[src/rtl/sound_sequencer.sv]
`timescale 1ns/1ps
// sound_sequencer
// Schedules the air-hockey sound requests (wall bounce, paddle hit, goal
// jingle) and drives the single square-wave tone generator behind SPEAKER.
// Event levels are edge-detected into pending requests. Requests are arbitrated
// by fixed priority (goal > paddle > wall) only on vSyncStart. Multi-note
// jingles are stepped one frame at a time.
module sound_sequencer #(
   parameter int CLK_HZ           = 40000000,
   parameter int WALL_FRAMES      = 2,
   parameter int PADDLE_FRAMES    = 2,
   parameter int GOAL_NOTE_FRAMES = 10,
   parameter int GOAL_LAST_FRAMES = 30,
   parameter int GAP_FRAMES       = 2,
   parameter int MAX_WAIT         = 8
) (
   input  logic        pixelClock,
   input  logic        resetN,
   input  logic        vSyncStart,
   input  logic        evWall,
   input  logic        evPaddle,
   input  logic        evGoal,
   output logic [25:0] toneHalfPeriod,
   output logic        toneEnable,
   output logic        toneRestart,
   output logic [1:0]  activeEvent,
   output logic        busy
);

   // Tone half-periods in pixelClock ticks, fixed at elaboration.
   localparam logic [25:0] HALF_WALL   = 26'(CLK_HZ / (2 * 750));
   localparam logic [25:0] HALF_PADDLE = 26'(CLK_HZ / (2 * 1000));
   localparam logic [25:0] HALF_GOAL0  = 26'(CLK_HZ / (2 * 500));
   localparam logic [25:0] HALF_GOAL1  = 26'(CLK_HZ / (2 * 250));
   localparam logic [25:0] HALF_GOAL2  = 26'(CLK_HZ / (2 * 100));

   // Note lengths in frames.
   localparam logic [5:0] LEN_WALL      = 6'(WALL_FRAMES);
   localparam logic [5:0] LEN_PADDLE    = 6'(PADDLE_FRAMES);
   localparam logic [5:0] LEN_GOAL_NOTE = 6'(GOAL_NOTE_FRAMES);
   localparam logic [5:0] LEN_GOAL_LAST = 6'(GOAL_LAST_FRAMES);
   localparam logic [5:0] LEN_GAP       = 6'(GAP_FRAMES);

   // The wait counter only needs to reach MAX_WAIT-1 before the request is dropped.
   localparam int                WAIT_W    = $clog2(MAX_WAIT + 1);
   localparam logic [WAIT_W-1:0] WAIT_LAST = WAIT_W'(MAX_WAIT - 1);
   localparam logic [WAIT_W-1:0] WAIT_ONE  = WAIT_W'(1);

   // Event codes double as priority levels, so a plain compare picks the winner.
   localparam logic [1:0] EV_NONE   = 2'd0;
   localparam logic [1:0] EV_WALL   = 2'd1;
   localparam logic [1:0] EV_PADDLE = 2'd2;
   localparam logic [1:0] EV_GOAL   = 2'd3;

   localparam logic [1:0] IDLE = 2'd0;
   localparam logic [1:0] PLAY = 2'd1;
   localparam logic [1:0] GAP  = 2'd2;

   localparam logic [1:0] GOAL_LAST_IDX = 2'd2;

   logic [1:0]        state, stateNext;
   logic [5:0]        frameCnt, frameNext;
   logic [1:0]        noteIdx, noteNext, noteIdxPlusOne;
   logic [25:0]       halfNext;
   logic              enableNext, restartNext;
   logic [1:0]        eventNext;
   logic [1:0]        topPend, grantEv;

   logic              evWallQ, evPaddleQ, evGoalQ;
   logic              riseWall, risePaddle, riseGoal;
   logic              pendWall, pendPaddle, pendGoal;
   logic              pendWallNext, pendPaddleNext, pendGoalNext;
   logic [WAIT_W-1:0] waitWall, waitPaddle;
   logic [WAIT_W-1:0] waitWallNext, waitPaddleNext;

   // Half-period of a given note of a given event.
   function automatic logic [25:0] noteHalf(input logic [1:0] ev, input logic [1:0] idx);
      logic [25:0] h;
      h = '0;
      case (ev)
         EV_WALL:   h = HALF_WALL;
         EV_PADDLE: h = HALF_PADDLE;
         EV_GOAL: begin
            case (idx)
               2'd0:    h = HALF_GOAL0;
               2'd1:    h = HALF_GOAL1;
               default: h = HALF_GOAL2;
            endcase
         end
         default:   h = '0;
      endcase
      return h;
   endfunction

   // Length in frames of a given note of a given event.
   function automatic logic [5:0] noteFrames(input logic [1:0] ev, input logic [1:0] idx);
      logic [5:0] f;
      f = '0;
      case (ev)
         EV_WALL:   f = LEN_WALL;
         EV_PADDLE: f = LEN_PADDLE;
         EV_GOAL:   f = (idx == GOAL_LAST_IDX) ? LEN_GOAL_LAST : LEN_GOAL_NOTE;
         default:   f = '0;
      endcase
      return f;
   endfunction

   assign riseWall   = evWall   & ~evWallQ;
   assign risePaddle = evPaddle & ~evPaddleQ;
   assign riseGoal   = evGoal   & ~evGoalQ;

   assign busy = (state != IDLE);

   // Remember last cycle's event levels so a held level makes only one request.
   always_ff @(posedge pixelClock) begin
      if (!resetN) begin
         evWallQ   <= 1'b0;
         evPaddleQ <= 1'b0;
         evGoalQ   <= 1'b0;
      end else begin
         evWallQ   <= evWall;
         evPaddleQ <= evPaddle;
         evGoalQ   <= evGoal;
      end
   end

   // Highest-priority pending request.
   always_comb begin
      topPend = EV_NONE;
      if (pendGoal) begin
         topPend = EV_GOAL;
      end else if (pendPaddle) begin
         topPend = EV_PADDLE;
      end else if (pendWall) begin
         topPend = EV_WALL;
      end
   end

   // Frame-boundary scheduler: grants, preemption, note stepping and gaps.
   always_comb begin
      stateNext      = state;
      frameNext      = frameCnt;
      noteNext       = noteIdx;
      halfNext       = toneHalfPeriod;
      enableNext     = toneEnable;
      restartNext    = 1'b0;
      eventNext      = activeEvent;
      grantEv        = EV_NONE;
      noteIdxPlusOne = noteIdx + 2'd1;
      if (vSyncStart) begin
         case (state)
            IDLE: begin
               if (topPend != EV_NONE) begin
                  grantEv = topPend;
               end
            end
            PLAY: begin
               if (topPend > activeEvent) begin
                  grantEv = topPend;
               end else if (frameCnt <= 6'd1) begin
                  if ((activeEvent == EV_GOAL) && (noteIdx != GOAL_LAST_IDX)) begin
                     stateNext  = GAP;
                     frameNext  = LEN_GAP;
                     enableNext = 1'b0;
                  end else if (topPend != EV_NONE) begin
                     grantEv = topPend;
                  end else begin
                     stateNext  = IDLE;
                     frameNext  = '0;
                     enableNext = 1'b0;
                     eventNext  = EV_NONE;
                  end
               end else begin
                  frameNext = frameCnt - 6'd1;
               end
            end
            GAP: begin
               if (topPend > activeEvent) begin
                  grantEv = topPend;
               end else if (frameCnt <= 6'd1) begin
                  stateNext   = PLAY;
                  noteNext    = noteIdxPlusOne;
                  frameNext   = noteFrames(activeEvent, noteIdxPlusOne);
                  halfNext    = noteHalf(activeEvent, noteIdxPlusOne);
                  enableNext  = 1'b1;
                  restartNext = 1'b1;
               end else begin
                  frameNext = frameCnt - 6'd1;
               end
            end
            default: begin
               stateNext  = IDLE;
               enableNext = 1'b0;
               eventNext  = EV_NONE;
            end
         endcase
         if (grantEv != EV_NONE) begin
            stateNext   = PLAY;
            noteNext    = 2'd0;
            frameNext   = noteFrames(grantEv, 2'd0);
            halfNext    = noteHalf(grantEv, 2'd0);
            enableNext  = 1'b1;
            restartNext = 1'b1;
            eventNext   = grantEv;
         end
      end
   end

   // Pending requests: set on a rise, cleared by a grant or by going stale.
   always_comb begin
      pendWallNext   = pendWall;
      waitWallNext   = waitWall;
      pendPaddleNext = pendPaddle;
      waitPaddleNext = waitPaddle;
      pendGoalNext   = pendGoal;
      if (vSyncStart && pendWall) begin
         if ((grantEv == EV_WALL) || (waitWall == WAIT_LAST)) begin
            pendWallNext = 1'b0;
            waitWallNext = '0;
         end else begin
            waitWallNext = waitWall + WAIT_ONE;
         end
      end
      if (vSyncStart && pendPaddle) begin
         if ((grantEv == EV_PADDLE) || (waitPaddle == WAIT_LAST)) begin
            pendPaddleNext = 1'b0;
            waitPaddleNext = '0;
         end else begin
            waitPaddleNext = waitPaddle + WAIT_ONE;
         end
      end
      if (vSyncStart && (grantEv == EV_GOAL)) begin
         pendGoalNext = 1'b0;
      end
      if (riseWall) begin
         pendWallNext = 1'b1;
         waitWallNext = '0;
      end
      if (risePaddle) begin
         pendPaddleNext = 1'b1;
         waitPaddleNext = '0;
      end
      if (riseGoal) begin
         pendGoalNext = 1'b1;
      end
   end

   // Register scheduler state, pending requests and tone-generator controls.
   always_ff @(posedge pixelClock) begin
      if (!resetN) begin
         state          <= IDLE;
         frameCnt       <= '0;
         noteIdx        <= '0;
         toneHalfPeriod <= '0;
         toneEnable     <= 1'b0;
         toneRestart    <= 1'b0;
         activeEvent    <= EV_NONE;
         pendWall       <= 1'b0;
         pendPaddle     <= 1'b0;
         pendGoal       <= 1'b0;
         waitWall       <= '0;
         waitPaddle     <= '0;
      end else begin
         state          <= stateNext;
         frameCnt       <= frameNext;
         noteIdx        <= noteNext;
         toneHalfPeriod <= halfNext;
         toneEnable     <= enableNext;
         toneRestart    <= restartNext;
         activeEvent    <= eventNext;
         pendWall       <= pendWallNext;
         pendPaddle     <= pendPaddleNext;
         pendGoal       <= pendGoalNext;
         waitWall       <= waitWallNext;
         waitPaddle     <= waitPaddleNext;
      end
   end

endmodule
[config.mk]
export PLATFORM = sky130hd
export DESIGN_NAME = sound_sequencer
export DESIGN_NICKNAME = d
export VERILOG_FILES = /design/src/rtl/sound_sequencer.sv
export SDC_FILE = /design/constraint.sdc
export NUM_CORES = 1
export LEC_CHECK = 0
export ABC_AREA = 1
export BUFFER_PORTS_ARGS = -buffer_cell sky130_fd_sc_hd__buf_2
export CELL_PAD_IN_SITES_DETAIL_PLACEMENT = 1
export CELL_PAD_IN_SITES_GLOBAL_PLACEMENT = 1
export CORE_MARGIN = 2
export CORE_UTILIZATION = 25
export CTS_CLUSTER_DIAMETER = 60
export DETAILED_ROUTE_END_ITERATION = 10
export HOLD_SLACK_MARGIN = 0.03
export PLACE_DENSITY = 0.58
export SLEW_MARGIN = 20
export SYNTH_ARGS = -nofsm -noshare
export SYNTH_HDL_FRONTEND = slang
export SYNTH_SLANG_ARGS = --single-unit
[constraint.sdc]
create_clock -name pixelClock -period 9.4 [get_ports pixelClock]
set_clock_uncertainty 0.1 [all_clocks]
set_input_delay 1.88 -clock pixelClock [delete_from_list [all_inputs] [get_ports pixelClock]]
set_output_delay 1.88 -clock pixelClock [all_outputs]
set_load 0.01 [all_outputs]
==> results.md, run 1 <==
| Metric | Reported |
|:---|:---|
| Most common cell after layout, fill and taps aside | sky130_fd_sc_hd__nand2_1 |
| Power share of the sequential group | 29.2% |
| Metal2 WL | 3062 um |
| Routed wire per std cell | 12.52 um |
| First-pass GRT wire length | 10350 um |
| Maximum number of pins on one net before global-route repair | 21 |
| Final HPWL from detailed placement | 4887 um |
| Number of synthesized register bits | 40 |
| Number of buffers inserted during clock tree synthesis | 5 |
| Mapped Area | 2499 sq um |
| Width of the chip | 104.0 um |
| Fraction of power spent switching nets | 49.85% |
| Top-Level Pins | 37 |
| Type of element capturing the critical path | register |
| Via total after detailed routing | 2178 |
| Total routing resource utilization after global routing | 11.65% |
| Critical path required time | 9470 ps |
| Wire length on met1 | 2923 um |
| Std-Cell Rows | 36 |
| Number of nets in the layout | 397 |
| Number of global-route vias before repair | 2204 |
| Max FO, Critical Path | 18 |
| Setup repair after global routing missed its margin | false |
| Maximum capacitance violations | 0 |
| Slew headroom | 55.24% |
| Count of cell types in the netlist | 39 |
| Vias per std cell | 4.356 |
| Number of diodes added for antenna fixing | 0 |
| Cell Int Power | 429.1 uW |
| Post CTS Setup Buffer Count | 0 |
| Number of levels in the clock H-tree | 2 |
| Clock latency at the later pin of the worst-skew pair | 300 ps |
| Final setup violation count | 0 |
| DR iter-0 viols | 85 |
| Period utilisation layout | 41.05% |
| Seq/Total Area, Yosys | 32.05% |
| Antenna Violating Nets Remaining | 0 |
| Clock tree buffer depth | 2 |
| Detailed-routing iteration count for the pre-antenna-repair pass | 4 |
| Run status | finished, final reports clean |
| Maximum VDD drop | 0.09880 mV |
| DRC violations left | 0 |
| Total global routing overflow | 0 |
| Count of hold buffers inserted by post-cts repair | 0 |
| Avg Synthesized Cell Area | 7.242 sq um |
| Area of the die | 10810 sq um |
| Layout cell share with drive strength beyond 1 | 15.53% |
| CTS clk-pin slew, worst paths | 90 ps |
| Achievable frequency | 0.2592 GHz |
| Accumulated negative setup slack | 0 ps |
| Kind of critical path | reg -> reg |
| Post-layout min period | 3859 ps |
| Arrival time at the worst endpoint | 3930 ps |
| Post-synthesis to final-layout area growth | 10.82% |
| Slew at the pin with the worst max-slew slack | 671.4 ps |
| Number of gates resized after CTS | 0 |
| Number of clock sinks seen by CTS | 40 |
| Share of power burned in combinational logic | 56.7% |
| Initial cell density of the core | 25.68% |
| Clock tree from TritonCTS | yes |
| Yosys warning total | 0 |
| Top library cells by usage in the layout, fill and taps aside | 54 x sky130_fd_sc_hd__nand2_1, 47 x sky130_fd_sc_hd__inv_1, 40 x sky130_fd_sc_hd__dfxtp_1 |
| Utilization after layout | 28.46% |
| Count of final max-slew check failures | 0 |
| Final hold violation count | 0 |
| Die extent in y | 104.0 um |
| Number of input and output port buffers inserted | 25 |
| Highest Signal Layer | met4 |
| Class of the most critical hold timing path | reg -> reg |
| Core area | 9729 sq um |
| Antenna violations before repair | 0 |
| Global placement routability congestion | 0.8764 |
| Post-synthesis cell count | 345 |
| Proportion of power drawn by the clock network | 14.1% |
| Total placed cells including tap cells | 492 |
| Kind of start point of the critical path | register |
| Switch Pwr | 426.6 uW |
| Register-to-register setup slack | 5540 ps |
| Final WL | 6259 um |
| Non-filler instance count after layout | 500 |
| Detailed-routed wire length on met3 | 148 um |
| Static Leak | 0.001299 uW |
| Root cell of the clock tree | sky130_fd_sc_hd__clkbuf_8 |
| Power Density | 309.0 nW/um^2 |
| Fillers | 1237 |
[registers in the layout, summed over array words and instances, names as in the netlist]
| signal | cells |
|---|---|
| evPaddleQ | 1 |
| activeEvent | 2 |
| pendWall | 1 |
| toneEnable | 1 |
| evWallQ | 1 |
| waitWall | 4 |
| waitPaddle | 4 |
| pendGoal | 1 |
| state | 2 |
| evGoalQ | 1 |
| noteIdx | 2 |
| pendPaddle | 1 |
| frameCnt | 6 |
| toneHalfPeriod | 12 |
| toneRestart | 1 |
[kinds of logic (layout without fill, tap and decap cells)]
kind of cell	Yosys count	count (layout)	synth area share (%)
compound gates	67	67	15.07
other cells	1	11	0.1501
flops	40	40	32.05
simple gates	128	128	23.49
xor+xnor	6	6	2.103
buf+inv	78	90	14.62
fa+ha+maj	25	25	12.52
[worst max-delay path: stages, from the launching register on]
cell                       delay (ps)
sky130_fd_sc_hd__dfxtp_1          370
sky130_fd_sc_hd__inv_1             50
sky130_fd_sc_hd__a21oi_1          270
sky130_fd_sc_hd__ha_1             300
sky130_fd_sc_hd__nand2_1           90
sky130_fd_sc_hd__nand3_1           70
sky130_fd_sc_hd__nand2_1           60
sky130_fd_sc_hd__inv_1             30
sky130_fd_sc_hd__nand2_1           80
sky130_fd_sc_hd__nand2_1           70
sky130_fd_sc_hd__nor2_2           160
sky130_fd_sc_hd__inv_1            120
sky130_fd_sc_hd__ha_1             450
sky130_fd_sc_hd__inv_2            260
sky130_fd_sc_hd__nor2_2            50
sky130_fd_sc_hd__inv_2             90
sky130_fd_sc_hd__nand2_2           70
sky130_fd_sc_hd__nor3_4           540
sky130_fd_sc_hd__inv_2            230
sky130_fd_sc_hd__a21oi_1          210
sky130_fd_sc_hd__a211oi_2          50
[path summary, 6_finish.rpt]
check	cells past startpoint	startpoint	endpoint
min reg2reg	1	evGoalQ	pendGoal
max reg2reg	20	pendPaddle	noteIdx[0]
min	1	evGoalQ	pendGoal
max	20	pendPaddle	noteIdx[0]
[power groups by stage]
stage	Clock, uW	Combinational (uW)	Sequential (uW)
2_1_floorplan	0	364	260
5_1_grt	133	552	256
6_report	121	485	250
3_3_place_gp	0	487	253
4_1_cts	128	494	251
3_5_place_dp	0	491	255
[stage by stage]
step | power (uW) | cell area [sq um] | hold slack, ps | setup WS (ps)
floorplan | 624.3 | 2536 | 298.8 | 6413
global placement | 740.4 | 2679 | 319.5 | 5623
detailed placement | 745.5 | 2679 | 336.7 | 5499
CTS | 872.5 | 2769 | 350.4 | 5470
global route | 942.0 | 2769 | 360.9 | 5123
finish | 855.7 | 2769 | 341.4 | 5541
[routing by layer]
layer | up-vias | GRT usage (%)
met5 | - | 0
met4 | 0 | 4.151
met3 | 9 | 2.068
met2 | 27 | 20.49
met1 | 1024 | 14.22
li1 | 1118 | -
[area by class of cell]
class,count,area (sq um),share of cell area [%]
tap,133,166.4,6.010
clock buffer,5,68.82,2.485
inverter,57,216.5,7.817
sequential,40,800.8,28.92
clock inverter,3,21.27,0.7682
multi-input combinational,237,1370,49.48
timing repair buffer,25,125.1,4.519
[Yosys cell counts (all sizes together)]
cell    count  area share, %
a211oi      1           0.50
a21boi      1           0.30
a21oi      31            6.2
a31oi       3           0.75
a41oi       1           0.35
buf        17            5.3
clkbuf      4           0.65
conb        1           0.15
dfxtp      40             32
ha         25             13
inv        57            8.7
nand2      59            9.8
nand3      16            3.6
nand3b      1           0.30
nand4       4            1.0
nor2       39            6.4
nor3        6            1.7
nor3b       1           0.30
o211ai      1           0.85
o21a        1           0.30
o21ai      26            5.2
o21bai      1           0.30
o31ai       1           0.30
or2         2           0.50
xnor2       1           0.35
xor2        5            1.8
Note: power is estimated with default switching activity, not from simulation.
==> inputs of run 2 (changes only) <==
Settings changed: ABC_AREA 1 to 0.
Clock period 9.4 ns to 3.2 ns, I/O delays scaled along.
==> results.md, run 2 <==
| Metric | Reported |
|:---|:---|
| Switch Pwr | 618.4 uW |
| Static Leak | 0.001309 uW |
| Number of clock sinks seen by CTS | 40 |
| Terminus of the critical flop-to-flop path | frameCnt[4] |
| Kind of critical path | reg -> reg |
| Layout cell share with drive strength beyond 1 | 22.77% |
| Type of element capturing the critical path | register |
| Share of synthesized registers carrying an async set or reset | 0% |
| Registers with the most flip-flops | toneHalfPeriod x12, frameCnt x6 |
| Share of power burned in combinational logic | 40.3% |
| Vias per std cell | 4.849 |
| Number of nets in the layout | 377 |
| Yosys warning total | 0 |
| Metal2 WL | 3523 um |
| Path length in cells of the critical path | 13 |
| First-pass GRT wire length | 11940 um |
| Most common cell after layout, fill and taps aside | sky130_fd_sc_hd__dfxtp_1 |
| Power Density | 527.7 nW/um^2 |
| Number of global-route vias before repair | 2385 |
| Class of the most critical hold timing path | reg -> reg |
| Run status | finished, final reports clean |
| Fraction of power spent switching nets | 37.28% |
| Total global routing overflow | 0 |
| Slew at the pin with the worst max-slew slack | 533.4 ps |
| Arrival time at the worst endpoint | 3110 ps |
| Total routing resource utilization after global routing | 12.97% |
| DR iter-0 viols | 66 |
| DRC violations left | 0 |
| Count of final max-slew check failures | 0 |
| Width of the chip | 107.5 um |
| Root cell of the clock tree | sky130_fd_sc_hd__clkbuf_8 |
| Period utilisation layout | 94.40% |
| Highest Signal Layer | met4 |
| Maximum number of pins on one net before global-route repair | 18 |
| Final setup violation count | 0 |
| Critical-path cell with the highest stage delay | sky130_fd_sc_hd__or3_4 |
| Slew headroom | 64.23% |
| Final WL | 7152 um |
| Register-to-register setup slack | 180 ps |
| Biggest register | toneHalfPeriod |
| Global placement routability congestion | 0.7426 |
| Final HPWL from detailed placement | 5537 um |
| Clock tree buffer depth | 2 |
| Number of synthesized register bits | 40 |
| Final hold violation count | 0 |
| Launching element of the worst setup path | pendPaddle |
| Maximum VDD drop | 0.1709 mV |
| Area of the die | 11550 sq um |
| FF-to-FF Start | pendPaddle |
| Clock tree from TritonCTS | yes |
| CTS clk-pin slew, worst paths | 80 ps |
| Detailed-routed wire length on met3 | 208 um |
| Mapped Area | 2676 sq um |
| Fillers | 1258 |
| Proportion of power drawn by the clock network | 25.0% |
| Cell Int Power | 1040 uW |
| Via total after detailed routing | 2342 |
| Post-layout min period | 3021 ps |
| Max FO, Critical Path | 7 |
| Critical path required time | 3290 ps |
| Count of cell types in the netlist | 63 |
| Number of diodes added for antenna fixing | 0 |
| Cell types with the largest area share after synthesis | sky130_fd_sc_hd__dfxtp_1 30%, sky130_fd_sc_hd__ha_1 12%, sky130_fd_sc_hd__a21oi_1 4.3% |
| Detailed-routing iteration count for the pre-antenna-repair pass | 4 |
| Achievable frequency | 0.3311 GHz |
| Core area | 10370 sq um |
| Antenna violations before repair | 0 |
| List of cells traversed by the critical path | nor2_1, inv_1, ha_1, nor2b_4, o211ai_1, and3_4, or3_4, ha_4, nand2_2, o41ai_4, buf_4, o311a_1, a31o_1 |
| Wire length on met1 | 3365 um |
| Most instantiated library cell after synthesis | sky130_fd_sc_hd__dfxtp_1 |
| Destination of the critical timing path | frameCnt[4] |
| Top_reg_cell synth | sky130_fd_sc_hd__dfxtp_1 |
| Number of buffers inserted during clock tree synthesis | 5 |
| Most frequent cells after synthesis | 40 x sky130_fd_sc_hd__dfxtp_1, 30 x sky130_fd_sc_hd__nand2_1, 25 x sky130_fd_sc_hd__ha_1 |
| Number of cells on the worst reg-to-reg path | 13 |
| Antenna Violating Nets Remaining | 0 |
| Cell family contributing the most delay on the critical path | simple AND/OR/NAND/NOR gates |
| Kind of start point of the critical path | register |
| Top-Level Pins | 37 |
| Setup repair after global routing missed its margin | false |
| Routed wire per std cell | 14.81 um |
| Die extent in y | 107.5 um |
| Post-synth EDFFs | 0 |
| Post-Route Hold Slack | 352.3 ps |
| Accumulated negative setup slack | 0 ps |
| Clock latency at the later pin of the worst-skew pair | 290 ps |
| Total buffers and inverters traversed by the critical path | 2 |
| Worst path max stage delay | 380 ps |
| Std-Cell Rows | 37 |
| Maximum capacitance violations | 0 |
| Number of input and output port buffers inserted | 25 |
| Post-synthesis cell count | 312 |
| Seq/Total Area, Yosys | 29.92% |
| Top library cells by usage in the layout, fill and taps aside | 39 x sky130_fd_sc_hd__dfxtp_1, 29 x sky130_fd_sc_hd__nand2_1, 25 x sky130_fd_sc_hd__buf_2 |
| Initial cell density of the core | 25.81% |
| Top-area cell type share of the netlist area | 29.92% |
| Power share of the sequential group | 34.7% |
| Largest register FFs | 12 |
| Number of levels in the clock H-tree | 2 |
| Count of hold buffers inserted by post-cts repair | 0 |
| Post-synthesis to final-layout area growth | 17.44% |
| Avg Synthesized Cell Area | 8.578 sq um |
| Cell type with the highest aggregate area in the netlist | sky130_fd_sc_hd__dfxtp_1 |
-- run 2: changes by cell type in the layout (fill, tap and decap cells not counted), moves of 10 or more --
cell / change
sky130_fd_sc_hd__inv_1: -28
sky130_fd_sc_hd__nand2_1: -25
sky130_fd_sc_hd__buf_4: +19
sky130_fd_sc_hd__nor2_1: -19
sky130_fd_sc_hd__o21ai_0: -15
sky130_fd_sc_hd__a21oi_1: -10
-- run 2: worst min-delay path by stage --
| stage | startpoint | end | slack [ps] | depth (start not counted) |
|---|---|---|---|---|
| after floorplan | evGoalQ | pendGoal | 300 | 1 |
| after global placement | toneEnable | toneEnable | 340 | 2 |
| after detailed placement | toneEnable | toneEnable | 350 | 2 |
| after CTS | toneEnable | toneEnable | 360 | 2 |
| after global routing | toneEnable | toneEnable | 370 | 2 |
| final | toneEnable | toneEnable | 350 | 2 |
-- run 2: area by class of cell --
cell class | count | area [sq um] | share of cell area [%]
Multi-Input combinational cell | 234 | 1715 | 54.58
Sequential cell | 40 | 802.0 | 25.52
Timing Repair Buffer | 44 | 267.8 | 8.519
Tap cell | 136 | 170.2 | 5.414
Inverter | 21 | 80.08 | 2.548
Clock buffer | 6 | 72.57 | 2.309
Clock inverter | 2 | 35.03 | 1.115
-- run 2: stage by stage --
step                      util, %  std cells  cell area [sq um]  total power [uW]  setup slack, ps
final                       30.31        483               3143              1658            179.3
after CTS                   29.92        482               3103              1666            46.65
after detailed placement    28.82        474               2989              1237           -40.11
after global placement      28.82        474               2989              1230            91.85
after floorplan                 -        322               2723              1046            32.50
after global routing        30.31        483               3143              1778            8.796
-- run 2: per-layer routing --
layer / vias to the layer above / GRT usage, %
met5: - / 0
met4: 0 / 3.480
met3: 2 / 2.179
met2: 34 / 22.56
met1: 1133 / 16.54
li1: 1173 / -
-- run 2: cell families after synthesis --
family,Yosys count,synth area share [%]
AND/OR/NAND/NOR,98,19.92
AO/OA/AOI/OAI,90,25.57
buffers and inverters,48,9.070
flip-flops,40,29.92
adder cells (fa/ha/maj),25,11.69
multiplexers,9,3.366
other,1,0.1401
XOR/XNOR,1,0.3273
-- run 2: repair_timing --
item	4_1_cts	5_1_grt
pin swaps	0	1
endpoints found under the setup margin	7	12
gates cloned	0	0
gates resized for setup	2	8
setup buffers	0	1
-- run 2: worst min-delay path, delay by kind of cell (launching register included) --
| family | cells | cell delay [ps] |
|---|---|---|
| flip-flops | 1 | 310 |
| buffers and inverters | 1 | 50 |
| AO/OA/AOI/OAI | 1 | 50 |
-- run 2: power by group through the flow --
stage	combinational, uW	clock [uW]	sequential, uW
global placement	643	0	587
global route	738	455	584
CTS	656	434	577
floorplan	455	0	590
detailed placement	649	0	588
finish	668	414	576
